==> config.mk <==
export PLATFORM = sky130hd
export DESIGN_NAME = dcache_ctrl
export DESIGN_NICKNAME = d
export VERILOG_FILES = /design/src/rtl/dcache_pkg.sv /design/src/rtl/dcache_array.sv /design/src/rtl/dcache_ctrl.sv
export SDC_FILE = /design/constraint.sdc
export NUM_CORES = 2
export LEC_CHECK = 0
export CAP_MARGIN = 20
export CORE_ASPECT_RATIO = 0.9
export CORE_UTILIZATION = 50
export DETAILED_ROUTE_END_ITERATION = 8
export DONT_BUFFER_PORTS = 1
export PLACE_DENSITY_LB_ADDON = 0.08
export SLEW_MARGIN = 10
export SYNTH_ARGS = -nofsm -noshare
export SYNTH_HDL_FRONTEND = slang
export SYNTH_SLANG_ARGS = --single-unit
==> constraint.sdc <==
create_clock -name clk -period 7.4 [get_ports clk]
set_input_delay 1.48 -clock clk [delete_from_list [all_inputs] [get_ports clk]]
set_output_delay 1.48 -clock clk [all_outputs]
set_load 0.005 [all_outputs]
==> src/rtl/dcache_pkg.sv <==
// ============================================================================
// dcache_pkg: shared types, constants and address helpers for the data cache.
// Revision: 1.0
// ============================================================================
`default_nettype none

package dcache_pkg;

  localparam int INDEX_W = 6;
  localparam int TAG_W   = 15 - INDEX_W;
  localparam int LINE_W  = 32;
  localparam int HW_W    = 16;

  typedef enum logic [2:0] {
    COMPARE    = 3'd0,
    WB_REQ     = 3'd1,
    WB_WAIT    = 3'd2,
    FILL_REQ   = 3'd3,
    FILL_WAIT  = 3'd4,
    FLUSH_SCAN = 3'd5,
    FLUSH_REQ  = 3'd6,
    FLUSH_WAIT = 3'd7
  } state_e;

  // Line address is the halfword address without its halfword-select bit.
  function automatic logic [14:0] line_addr(input logic [15:0] addr);
    return addr[15:1];
  endfunction

  function automatic logic hw_sel(input logic [15:0] addr);
    return addr[0];
  endfunction

endpackage

`default_nettype wire

==> src/rtl/dcache_array.sv <==
// ============================================================================
// dcache_array: tag/valid/dirty/data storage, one combinational read port and
// one write port (halfword write, full-line fill, dirty clear). Revision: 1.0
// ============================================================================
`default_nettype none

module dcache_array #(
  parameter int INDEX_W = 6,
  parameter int TAG_W   = 15 - INDEX_W
) (
  input  logic               clk,
  input  logic               rst_n,
  input  logic [INDEX_W-1:0] idx_i,
  input  logic               we_hw_i,
  input  logic               hw_sel_i,
  input  logic [15:0]        hw_data_i,
  input  logic               we_line_i,
  input  logic [TAG_W-1:0]   line_tag_i,
  input  logic [31:0]        line_data_i,
  input  logic               clr_dirty_i,
  output logic               valid_o,
  output logic               dirty_o,
  output logic [TAG_W-1:0]   tag_o,
  output logic [31:0]        data_o
);

  import dcache_pkg::*;

  localparam int LINES = 1 << INDEX_W;

  logic [LINES-1:0]  valid_q;
  logic [LINES-1:0]  dirty_q;
  logic [TAG_W-1:0]  tag_mem_q  [LINES];
  logic [LINE_W-1:0] data_mem_q [LINES];

  assign valid_o = valid_q[idx_i];
  assign dirty_o = dirty_q[idx_i];
  assign tag_o   = tag_mem_q[idx_i];
  assign data_o  = data_mem_q[idx_i];

  always_ff @(posedge clk or negedge rst_n) begin
    if (!rst_n) begin
      valid_q <= '0;
      dirty_q <= '0;
    end else if (we_line_i) begin
      valid_q[idx_i] <= 1'b1;
      dirty_q[idx_i] <= 1'b0;
    end else if (we_hw_i) begin
      dirty_q[idx_i] <= 1'b1;
    end else if (clr_dirty_i) begin
      dirty_q[idx_i] <= 1'b0;
    end
  end

  // Tag and data contents are meaningless until valid, so they carry no reset.
  always_ff @(posedge clk) begin
    if (we_line_i) begin
      tag_mem_q[idx_i]  <= line_tag_i;
      data_mem_q[idx_i] <= line_data_i;
    end else if (we_hw_i) begin
      if (hw_sel_i) data_mem_q[idx_i][LINE_W-1:HW_W] <= hw_data_i;
      else          data_mem_q[idx_i][HW_W-1:0]      <= hw_data_i;
    end
  end

endmodule

`default_nettype wire

==> src/rtl/dcache_ctrl.sv <==
// ============================================================================
// dcache_ctrl: direct-mapped write-back data cache controller with flush.
// Revision: 1.0
// ============================================================================
`default_nettype none

module dcache_ctrl #(
  parameter int INDEX_W = 6
) (
  input  logic        clk,
  input  logic        rst_n,
  input  logic [15:0] cpu_addr,
  input  logic        cpu_re,
  input  logic        cpu_we,
  input  logic [15:0] cpu_wdata,
  output logic [15:0] cpu_rdata,
  output logic        cpu_stall,
  input  logic        flush,
  output logic        flush_done,
  output logic [14:0] mem_addr,
  output logic        mem_re,
  output logic        mem_we,
  output logic [31:0] mem_wdata,
  input  logic [31:0] mem_rd_data,
  input  logic        mem_rdy
);

  localparam int TAG_W = 15 - INDEX_W;

  import dcache_pkg::*;

  state_e             state_q, state_d;
  logic [INDEX_W-1:0] scan_q, scan_d;

  logic [14:0]        w_line;
  logic [INDEX_W-1:0] w_cpu_idx;
  logic [TAG_W-1:0]   w_cpu_tag;
  logic               w_hsel;
  logic               w_flushing;
  logic [INDEX_W-1:0] w_idx;
  logic               w_last;
  logic               w_hit;
  logic               w_req;

  logic               w_valid, w_dirty;
  logic [TAG_W-1:0]   w_tag;
  logic [31:0]        w_data;
  logic               w_we_hw, w_we_line, w_clr_dirty;

  assign w_line     = line_addr(cpu_addr);
  assign w_cpu_idx  = w_line[INDEX_W-1:0];
  assign w_cpu_tag  = w_line[14:INDEX_W];
  assign w_hsel     = hw_sel(cpu_addr);
  assign w_flushing = (state_q == FLUSH_SCAN) || (state_q == FLUSH_REQ) ||
                      (state_q == FLUSH_WAIT);
  // During a flush the array is addressed by the scan counter, not the CPU.
  assign w_idx      = w_flushing ? scan_q : w_cpu_idx;
  assign w_last     = (scan_q == {INDEX_W{1'b1}});
  assign w_hit      = w_valid && (w_tag == w_cpu_tag);
  assign w_req      = cpu_re || cpu_we;
  assign cpu_rdata  = w_hsel ? w_data[31:16] : w_data[15:0];

  dcache_array #(
    .INDEX_W (INDEX_W),
    .TAG_W   (TAG_W)
  ) u_array (
    .clk         (clk),
    .rst_n       (rst_n),
    .idx_i       (w_idx),
    .we_hw_i     (w_we_hw),
    .hw_sel_i    (w_hsel),
    .hw_data_i   (cpu_wdata),
    .we_line_i   (w_we_line),
    .line_tag_i  (w_cpu_tag),
    .line_data_i (mem_rd_data),
    .clr_dirty_i (w_clr_dirty),
    .valid_o     (w_valid),
    .dirty_o     (w_dirty),
    .tag_o       (w_tag),
    .data_o      (w_data)
  );

  always_ff @(posedge clk or negedge rst_n) begin
    if (!rst_n) begin
      state_q <= COMPARE;
      scan_q  <= '0;
    end else begin
      state_q <= state_d;
      scan_q  <= scan_d;
    end
  end

  always_comb begin
    state_d     = state_q;
    scan_d      = scan_q;
    cpu_stall   = 1'b1;
    flush_done  = 1'b0;
    mem_re      = 1'b0;
    mem_we      = 1'b0;
    mem_addr    = {w_tag, w_idx};
    mem_wdata   = w_data;
    w_we_hw     = 1'b0;
    w_we_line   = 1'b0;
    w_clr_dirty = 1'b0;

    case (state_q)
      COMPARE: begin
        if (w_req) begin
          if (w_hit) begin
            cpu_stall = 1'b0;
            w_we_hw   = cpu_we;
          end else if (w_valid && w_dirty) begin
            state_d = WB_REQ;
          end else begin
            state_d = FILL_REQ;
          end
        end else if (flush) begin
          scan_d  = '0;
          state_d = FLUSH_SCAN;
        end else begin
          cpu_stall = 1'b0;
        end
      end
      WB_REQ: begin
        mem_we  = 1'b1;
        state_d = WB_WAIT;
      end
      WB_WAIT: begin
        if (mem_rdy) state_d = FILL_REQ;
      end
      FILL_REQ: begin
        mem_re   = 1'b1;
        mem_addr = w_line;
        state_d  = FILL_WAIT;
      end
      FILL_WAIT: begin
        mem_addr = w_line;
        if (mem_rdy) begin
          w_we_line = 1'b1;
          state_d   = COMPARE;
        end
      end
      FLUSH_SCAN: begin
        if (w_valid && w_dirty) begin
          state_d = FLUSH_REQ;
        end else if (w_last) begin
          flush_done = 1'b1;
          scan_d     = '0;
          state_d    = COMPARE;
        end else begin
          scan_d = scan_q + 1'b1;
        end
      end
      FLUSH_REQ: begin
        mem_we  = 1'b1;
        state_d = FLUSH_WAIT;
      end
      FLUSH_WAIT: begin
        if (mem_rdy) begin
          w_clr_dirty = 1'b1;
          if (w_last) begin
            flush_done = 1'b1;
            scan_d     = '0;
            state_d    = COMPARE;
          end else begin
            scan_d  = scan_q + 1'b1;
            state_d = FLUSH_SCAN;
          end
        end
      end
      default: state_d = COMPARE;
    endcase
  end

endmodule

`default_nettype wire

# ---- Word level (Yosys, flattened, before mapping)
# Memories as Yosys holds them, arrays and structs flattened.
# Cells that the tools add are included.
dict set report word_totals {
  register_bits 137
  n_memories 2
  ramBits 2624
  in_bits 70
  word_cells 103
  output_inout_bits 67
}
dict set report classes {
  bitwise_logic 6
  n_lt_le_gt_ge 2
  reduce_logical 13
  n_addsub 1
  eq_ne 18
  mux 57
}
# memory words width rd rd_ports_with_merged_regs write_ports line_no
set memory_table {}
lappend memory_table {u_array.data_mem_q 64 32 1 0 1 dcache_array.sv:34} ;# logic [LINE_W-1:0] data_mem_q [LINES];
lappend memory_table {u_array.tag_mem_q 64 9 1 0 1 dcache_array.sv:33} ;# logic [TAG_W-1:0] tag_mem_q [LINES];
# op n
set op_table {}
lappend op_table {{64-bit 2-to-1 mux} 3}
lappend op_table {{64-bit bitwise OR} 2}
lappend op_table {{64-bit bitwise AND} 1}
lappend op_table {{64-bit NOT} 1}
lappend op_table {{16-bit 2-to-1 mux} 3}
lappend op_table {{6-bit 2-to-1 mux} 6}
lappend op_table {{1-bit 2-to-1 mux} 28}
lappend op_table {{3-bit 2-to-1 mux} 9}
lappend op_table {{3-bit one-hot mux with 8 select lines} 1}
lappend op_table {{6-bit one-hot mux with 3 select lines} 1}
lappend op_table {{15-bit 2-to-1 mux} 1}
lappend op_table {{1-bit binary-select mux with 6-bit select} 2}
lappend op_table {{3-bit equality test, second input constant} 4}
lappend op_table {{2-bit inequality test, second input constant} 6}
lappend op_table {{9-bit equality test} 1}
lappend op_table {{6-bit by 7-bit < comparator with 1-bit output, second input constant} 1}
lappend op_table {{6-bit by 1-bit adder with 6-bit output, second input constant} 1}
lappend op_table {{1-bit demux with 6-bit select} 1}
lappend op_table {{3-bit by 2-bit equality test with 1-bit output, second input constant} 2}
lappend op_table {{6-bit equality test, second input constant} 1}
lappend op_table {{6-bit by 1-bit greater-or-equal comparator with 1-bit output, second input constant} 1}
lappend op_table {{3-bit inequality test, second input constant} 2}
lappend op_table {{6-bit AND reduction} 1}
lappend op_table {{3-bit nonzero test} 2}
lappend op_table {{10 further kinds} 16}

# ---- Longest topological paths before layout
dict set report depth {
  word_depth 14
  mapped_depth 19
  mapped_depth_nobuf 12
}

# ---- Hierarchy
# Synthesis repeated with hierarchy kept, for this count alone.
dict set report hier_totals {
  hier_cells 6362
  area_unflattened_um2 107166.5
}
# module area_per_inst_um2 seq_area_each_um2 instances cells_per_inst
set modules_own_cells {}
lappend modules_own_cells {dcache_array 105904.1 81998.6 1 6218}
lappend modules_own_cells {dcache_ctrl 1262.5 225.2 1 144}

# ---- Least setup slack after synthesis
# OpenSTA, ideal clock, no wires.
dict set report synth_path {
  path_type {input to register}
  start {in cpu_addr[3]}
  end {mem u_array.data_mem_q[10][16] (enable)}
  cell_stages 17
  setup_time_ps 388
  arrival_ps 5621
  path_slack_ps 1390
  t_required_ps 7012
  path_buffers 6
  cell_sequence {buf_2 -> buf_2 -> buf_1 -> nand2b_1 -> o221ai_1 -> and3_1 -> o41ai_1 -> o311ai_0 -> nor4b_1 -> xnor2_1 -> o2111ai_1 -> or4_4 -> buf_2 -> o21ba_2 -> buf_6 -> buf_6 -> nor2_1}
}
dict set report synth_via {
  elab_chain_len 11
  word_cells_on_any_way 13
  classes_between {eq/ne (1); mux (9); bitwise (1); reduce/logical (1); memory (1)}
}
# element line_no
set synth_rtl {}
lappend synth_rtl {{from (decl)} dcache_ctrl.sv:12} ;# input logic [15:0] cpu_addr,
lappend synth_rtl {{6-bit 2-to-1 mux (*)} dcache_ctrl.sv:57} ;# assign w_idx = w_flushing ? scan_q : w_cpu_idx;
lappend synth_rtl {{memory 64 x 9 bit / 1-bit binary-select mux with 6-bit select (equally long branches)} -}
lappend synth_rtl {{9-bit equality test / 1-bit 2-to-1 mux (equally long branches)} {dcache_ctrl.sv:59, dcache_array.sv:36}}
lappend synth_rtl {{1-bit logical AND} dcache_ctrl.sv:59} ;# assign w_hit = w_valid && (w_tag == w_cpu_tag);
lappend synth_rtl {{1-bit 2-to-1 mux} dcache_ctrl.sv:109} ;# if (w_hit) begin
lappend synth_rtl {{1-bit 2-to-1 mux} dcache_ctrl.sv:108} ;# if (w_req) begin
lappend synth_rtl {{1-bit 2-to-1 mux} dcache_ctrl.sv:106} ;# case (state_q)
lappend synth_rtl {{1-bit 2-to-1 mux} dcache_array.sv:60} ;# end else if (we_hw_i) begin
lappend synth_rtl {{1-bit 2-to-1 mux} dcache_array.sv:57} ;# if (we_line_i) begin
lappend synth_rtl {{1-bit 2-to-1 mux (implied by the code)} dcache_array.sv:61} ;# if (hw_sel_i) data_mem_q[idx_i][LINE_W-1:HW_W] <= hw_data_i;
lappend synth_rtl {{1-bit bitwise OR (no source line)} -}
lappend synth_rtl {{to (decl)} dcache_array.sv:34}
# Mark *: on every way between the ends. The rest lies on a longest branch, timed or not. The select of a mux whose other input is x is not followed.

# ---- Worst setup path after layout
dict set report layout_path {
  start {reg state_q[0]}
  end {out cpu_rdata[14]}
}
dict set report layout_via {
  elab_chain_len 6
  word_cells_on_any_way 8
  classes_between {eq/ne (3); mux (2); reduce/logical (2); memory (1)}
}
# element line_no
set layout_rtl {}
lappend layout_rtl {{from (decl)} dcache_ctrl.sv:32} ;# state_e state_q, state_d;
lappend layout_rtl {{from (signal assigned)} dcache_ctrl.sv:88} ;# state_q <= state_d;
lappend layout_rtl {{3-bit equality test} dcache_ctrl.sv:54} ;# assign w_flushing = (state_q == FLUSH_SCAN) || (state_q == FLUSH_REQ) ||
lappend layout_rtl {{1-bit logical OR} dcache_ctrl.sv:54}
lappend layout_rtl {{1-bit logical OR (*)} dcache_ctrl.sv:54}
lappend layout_rtl {{6-bit 2-to-1 mux (*)} dcache_ctrl.sv:57}
lappend layout_rtl {{memory 64 x 32 bit (*)} -}
lappend layout_rtl {{net mem_wdata[14]} dcache_ctrl.sv:23} ;# output logic [31:0] mem_wdata,
lappend layout_rtl {{16-bit 2-to-1 mux (*)} dcache_ctrl.sv:61} ;# assign cpu_rdata = w_hsel ? w_data[31:16] : w_data[15:0];
lappend layout_rtl {{to (decl)} dcache_ctrl.sv:16} ;# output logic [15:0] cpu_rdata,
# Mark *: on every way through the listed nets, which the timed path passes. The rest lies on a longest branch.

==> impl.org <==
** Status
- Result of the run :: finished, final reports clean

** Placed design
- Routability-driven placement finished with a final weighted congestion of 0.9405.
- Area of placed instances :: 0.1126 mm²
- Count of buffers from port buffering :: 0
- After legalization and detailed placement, the total HPWL measured 217400 µm.

** Floorplanning
- Die footprint :: 0.2107 mm²
- Vertical die dimension :: 435.6 µm
- For this configuration, the core starts out at a cell density of 50.51%.
- Core area :: 0.2068 mm²
- During I/O placement, the number of pins put on the boundary was 137.
- In this run the horizontal extent of the chip is 483.8 µm.
- Number of core rows :: 158

** Synth
- Post-Syn Area per Cell :: 16.84 µm²
- Top-area cell type share of the netlist area :: 75.44%
- In the post-synthesis netlist, the cell with the most instances is edfxtp_1.
- The synthesized design spends more area on one cell type than any other, namely edfxtp_1.
- The commonest cells after synthesis are 2624 x edfxtp_1, 774 x a22oi_1, 277 x clkbuf_1, 259 x nor2_1, 215 x nand2_1.
- Synthesis produced a netlist with a net count of 6274.
- Synthesis handed over a netlist of 6203 instances.
- Async set-reset flop share out of synthesis :: 4.962%
- Dominant cells by area after synthesis :: edfxtp_1 75%, a22oi_1 5.6%, dfrtp_1 3.3%
- For this run, the number of Yosys warnings is 0.
- Number of flops mapped to enable cells by yosys :: 2624
- Post-Syn Area :: 0.1044 mm²
- Post-synth top flop :: edfxtp_1
- Share of the yosys chip area belonging to registers :: 78.73%
- Post-synthesis cell type count :: 87
- In this run, synthesis produced a sequential element count of 2761.

** Timing
- Hold violation count in the final report :: 0
- Headroom to the max-slew limit came out at 16.32%.
- Shortest period the worst path allows :: 7.368 ns
- Fmax :: 135.7 MHz
- Setup repair after global routing left no endpoint under its margin.
- Fin crit share :: 99.57%
- At the pin with the least slew margin, the transition time is 1.252 ns.
- The number of pins with negative max-slew slack in the final report was 0.
- Adding up every negative setup slack in the final design gives 0 ns.
- Worst Clk Skew :: 0.07323 ns
- Setup-failing EPs final :: 0

** Setup path
- CP delay by family, top :: buffers and inverters
- For the worst setup path, the data required time is 5.92 ns.
- The worst setup path is captured at a primary output.
- In this run the worst path has a maximum fanout of 36.
- Cell at the slowest stage of the critical path :: dfrtp_1
- In this design, the stage delay of the slowest critical-path cell is 0.57 ns.
- STA classifies the critical path startpoint as a register.
- Traced cell by cell, the critical path runs through o21ai_4, buf_12, buf_4, mux2i_2, nor2_4, buf_12, buf_12, buf_4, buf_4, a221oi_1, a31oi_1, nor4_1, nand2_1, mux2_2.
- Counting both buffers and inverters, the worst setup path holds a total of 6.
- The critical path is of the reg2out type.
- STA puts the critical path data arrival time at 5.89 ns.

** Clock tree
- Clock tree from TritonCTS :: done
- Deepest level of the CTS H-tree :: 5
- Clock tree synthesis found a total of 2761 sinks.
- Counting along the longest clock path gives a buffer depth of 4.
- The later pin in the worst-skew pair is clocked with a latency of 0.94 ns.
- Clock-pin slew was measured on the worst setup and hold paths at 0.06 ns.
- Cts bufs inserted :: 296
- The number of hold buffers added after CTS was 0.
- Clock tree synthesis selected as its root buffer the cell clkbuf_16.

** GRT
- For this run, global-route usage on met1 was measured as 47.35%.
- GR Util met3 :: 7.093%
- Global-route wire length before repair :: 490800 µm
- Global-route track usage on met2 :: 50.11%
- After global routing, the most crowded layer is met2.
- The initial antenna violation count came to 17.
- The via count of the first global-routing pass was 61200.
- Entering global routing, the biggest net connects 138 pins.
- Global routing used 33.20% of the available tracks.
- The total overflow left after global routing is 0.

** Drt
- Vias per std cell :: 6.826
- DRC violation count after routing :: 0
- Per-cell routed wire length :: 37.49 µm
- The routed design has 355600 µm of wire.
- First drt pass iteration count :: 7
- Number of DRC violations after detailed-routing iteration 0 :: 9176
- For this block, the via count after detailed routing is 64740.
- Antenna Nets Post-Route :: 0

** Run
- Max-cap violation count :: 0

** Pwr
- The analysis attributes to cell leakage a power of 38.72 nW.
- Largest voltage drop on the vdd net :: 0.0003512 V
- Power spread over the standard cell area amounts to 363.5 mW/mm².

** Worst hold path
- The min-delay analysis places its worst path in the category in2async.

** Layout
- Fin nets :: 6623
- The multi-input combinational cells in the finished layout cover a total of 0.02082 mm².
- Relative to the synthesized area, the layout overhead comes to 16.80%.
- The filler cells instantiated in the layout total 15530.
- Finished Cell Area :: 0.1220 mm²
- Of the cells placed in the final design, the portion with a size suffix greater than 1 is 18.15%.
- The sequential cells in the finished layout cover a total of 0.08223 mm².
per-layer routing:
metal | wire length, µm | up-vias
met3 | 36630 | 695
met2 | 160300 | 4028
met4 | 15370 | 12
met1 | 143200 | 33610
met5 | 80 | -
li1 | - | 26400
cell families after synthesis:
kind of cell / Yosys count / share of synthesized area, %
flip-flops: 2761 / 78.73
AO/OA/AOI/OAI: 1901 / 13.32
AND/OR/NAND/NOR: 907 / 4.292
buffers and inverters: 474 / 1.963
multiplexers: 153 / 1.633
XOR/XNOR: 6 / 0.05031
adder cells (fa/ha/maj): 1 / 0.01198
area by class of cell:
| class | count | share of cell area (%) |
|---|---|---|
| flip-flops and latches | 2761 | 67.41 |
| multi-input cells | 2968 | 17.07 |
| clock buffers | 379 | 6.539 |
| repair buffers | 488 | 5.019 |
| well taps | 2720 | 2.790 |
| clock inverters | 122 | 1.048 |
| inverters | 37 | 0.1138 |
| diodes | 9 | 0.01846 |
power by group:
group          switching, mW  total [mW]  internal [mW]
Clock                   5.95        14.5           8.52
Combinational           8.69        12.4           3.76
Sequential             0.140        17.4           17.3
Total                   14.8        44.3           29.6
worst paths after layout:
path                                     from                         end  slack (ns)  cells past startpoint
max in group asynchronous               rst_n  asynchronous set/reset pin        6.64                      0
min in group clk           u_array.valid_q[1]          u_array.valid_q[1]        0.47                      1
max                                state_q[0]               cpu_rdata[14]        0.03                     14
max reg2reg                        state_q[0]   u_array.data_mem_q[43][1]        0.99                     16
min                                     rst_n                   scan_q[1]        0.30                      0
min reg2reg                u_array.valid_q[1]          u_array.valid_q[1]        0.47                      1
timing repair:
action                     in CTS  in global routing
gates cloned                    0                  0
setup endpoints to repair       1                  9
pin swaps                       0                  0
setup buffers                   1                  0
gates resized for setup         1                 13
flip-flops by register name, indices dropped and copies added (netlist names), named ones only:
| signal | cells |
|---|---|
| u_array.data_mem_q | 2048 |
| state_q | 3 |
| scan_q | 6 |
| u_array.valid_q | 64 |
| u_array.tag_mem_q | 576 |
stage by stage:
step,hold WS (ns),setup slack (ns),cells,utilization (%),power [mW]
after floorplan,0.4334,1.390,6203,-,23.51
after global placement,0.4509,0.6280,8959,54.40,29.85
after detailed placement,0.4512,0.7538,8965,54.44,29.88
after CTS,0.2301,0.01613,9467,58.92,44.17
after global routing,0.2524,0.001779,9476,58.98,45.32
final,0.2957,0.03211,9484,58.99,44.35
worst register-to-register path, delay by kind of cell (launching register included):
family | cells | cell delay, ns
multiplexers | 2 | 1.28
flip-flops | 1 | 0.57
buffers and inverters | 5 | 1.25
AO/OA/AOI/OAI | 5 | 1.09
AND/OR/NAND/NOR | 4 | 1.81
layout by cell type, fill, tap and decap left out, types with 9 or more instances in the layout:
cell type | synthesis | layout
a211oi_1 | 74 | 74
nor3b_1 | 22 | 22
clkinv_2 | 0 | 38
nand2b_1 | 13 | 13
diode_2 | 0 | 9
buf_4 | 10 | 288
nor2_1 | 259 | 122
clkbuf_8 | 0 | 13
nor4_1 | 40 | 35
o22ai_1 | 200 | 200
a22o_1 | 172 | 172
or2_2 | 68 | 68
bufinv_16 | 0 | 27
nor2_2 | 0 | 129
o22a_1 | 14 | 14
clkinv_1 | 1 | 45
o221ai_1 | 72 | 72
a31oi_1 | 128 | 127
a221oi_1 | 159 | 159
nor3_1 | 42 | 42
a21oi_1 | 57 | 56
dfrtp_1 | 137 | 134
nand2_1 | 215 | 210
nand3_1 | 47 | 46
clkbuf_16 | 0 | 302
mux2_4 | 11 | 13
nand4_1 | 133 | 133
edfxtp_1 | 2624 | 2624
clkbuf_1 | 277 | 64
o211ai_1 | 9 | 9
nand3b_1 | 18 | 18
a32oi_1 | 12 | 12
a22oi_1 | 774 | 774
inv_1 | 35 | 33
o21ai_0 | 170 | 168
mux2_2 | 70 | 67
nor2b_1 | 13 | 13
mux2i_1 | 66 | 60
buf_12 | 1 | 195
nor2_4 | 1 | 9
No activity file was read; power rests on OpenSTA's default activity.
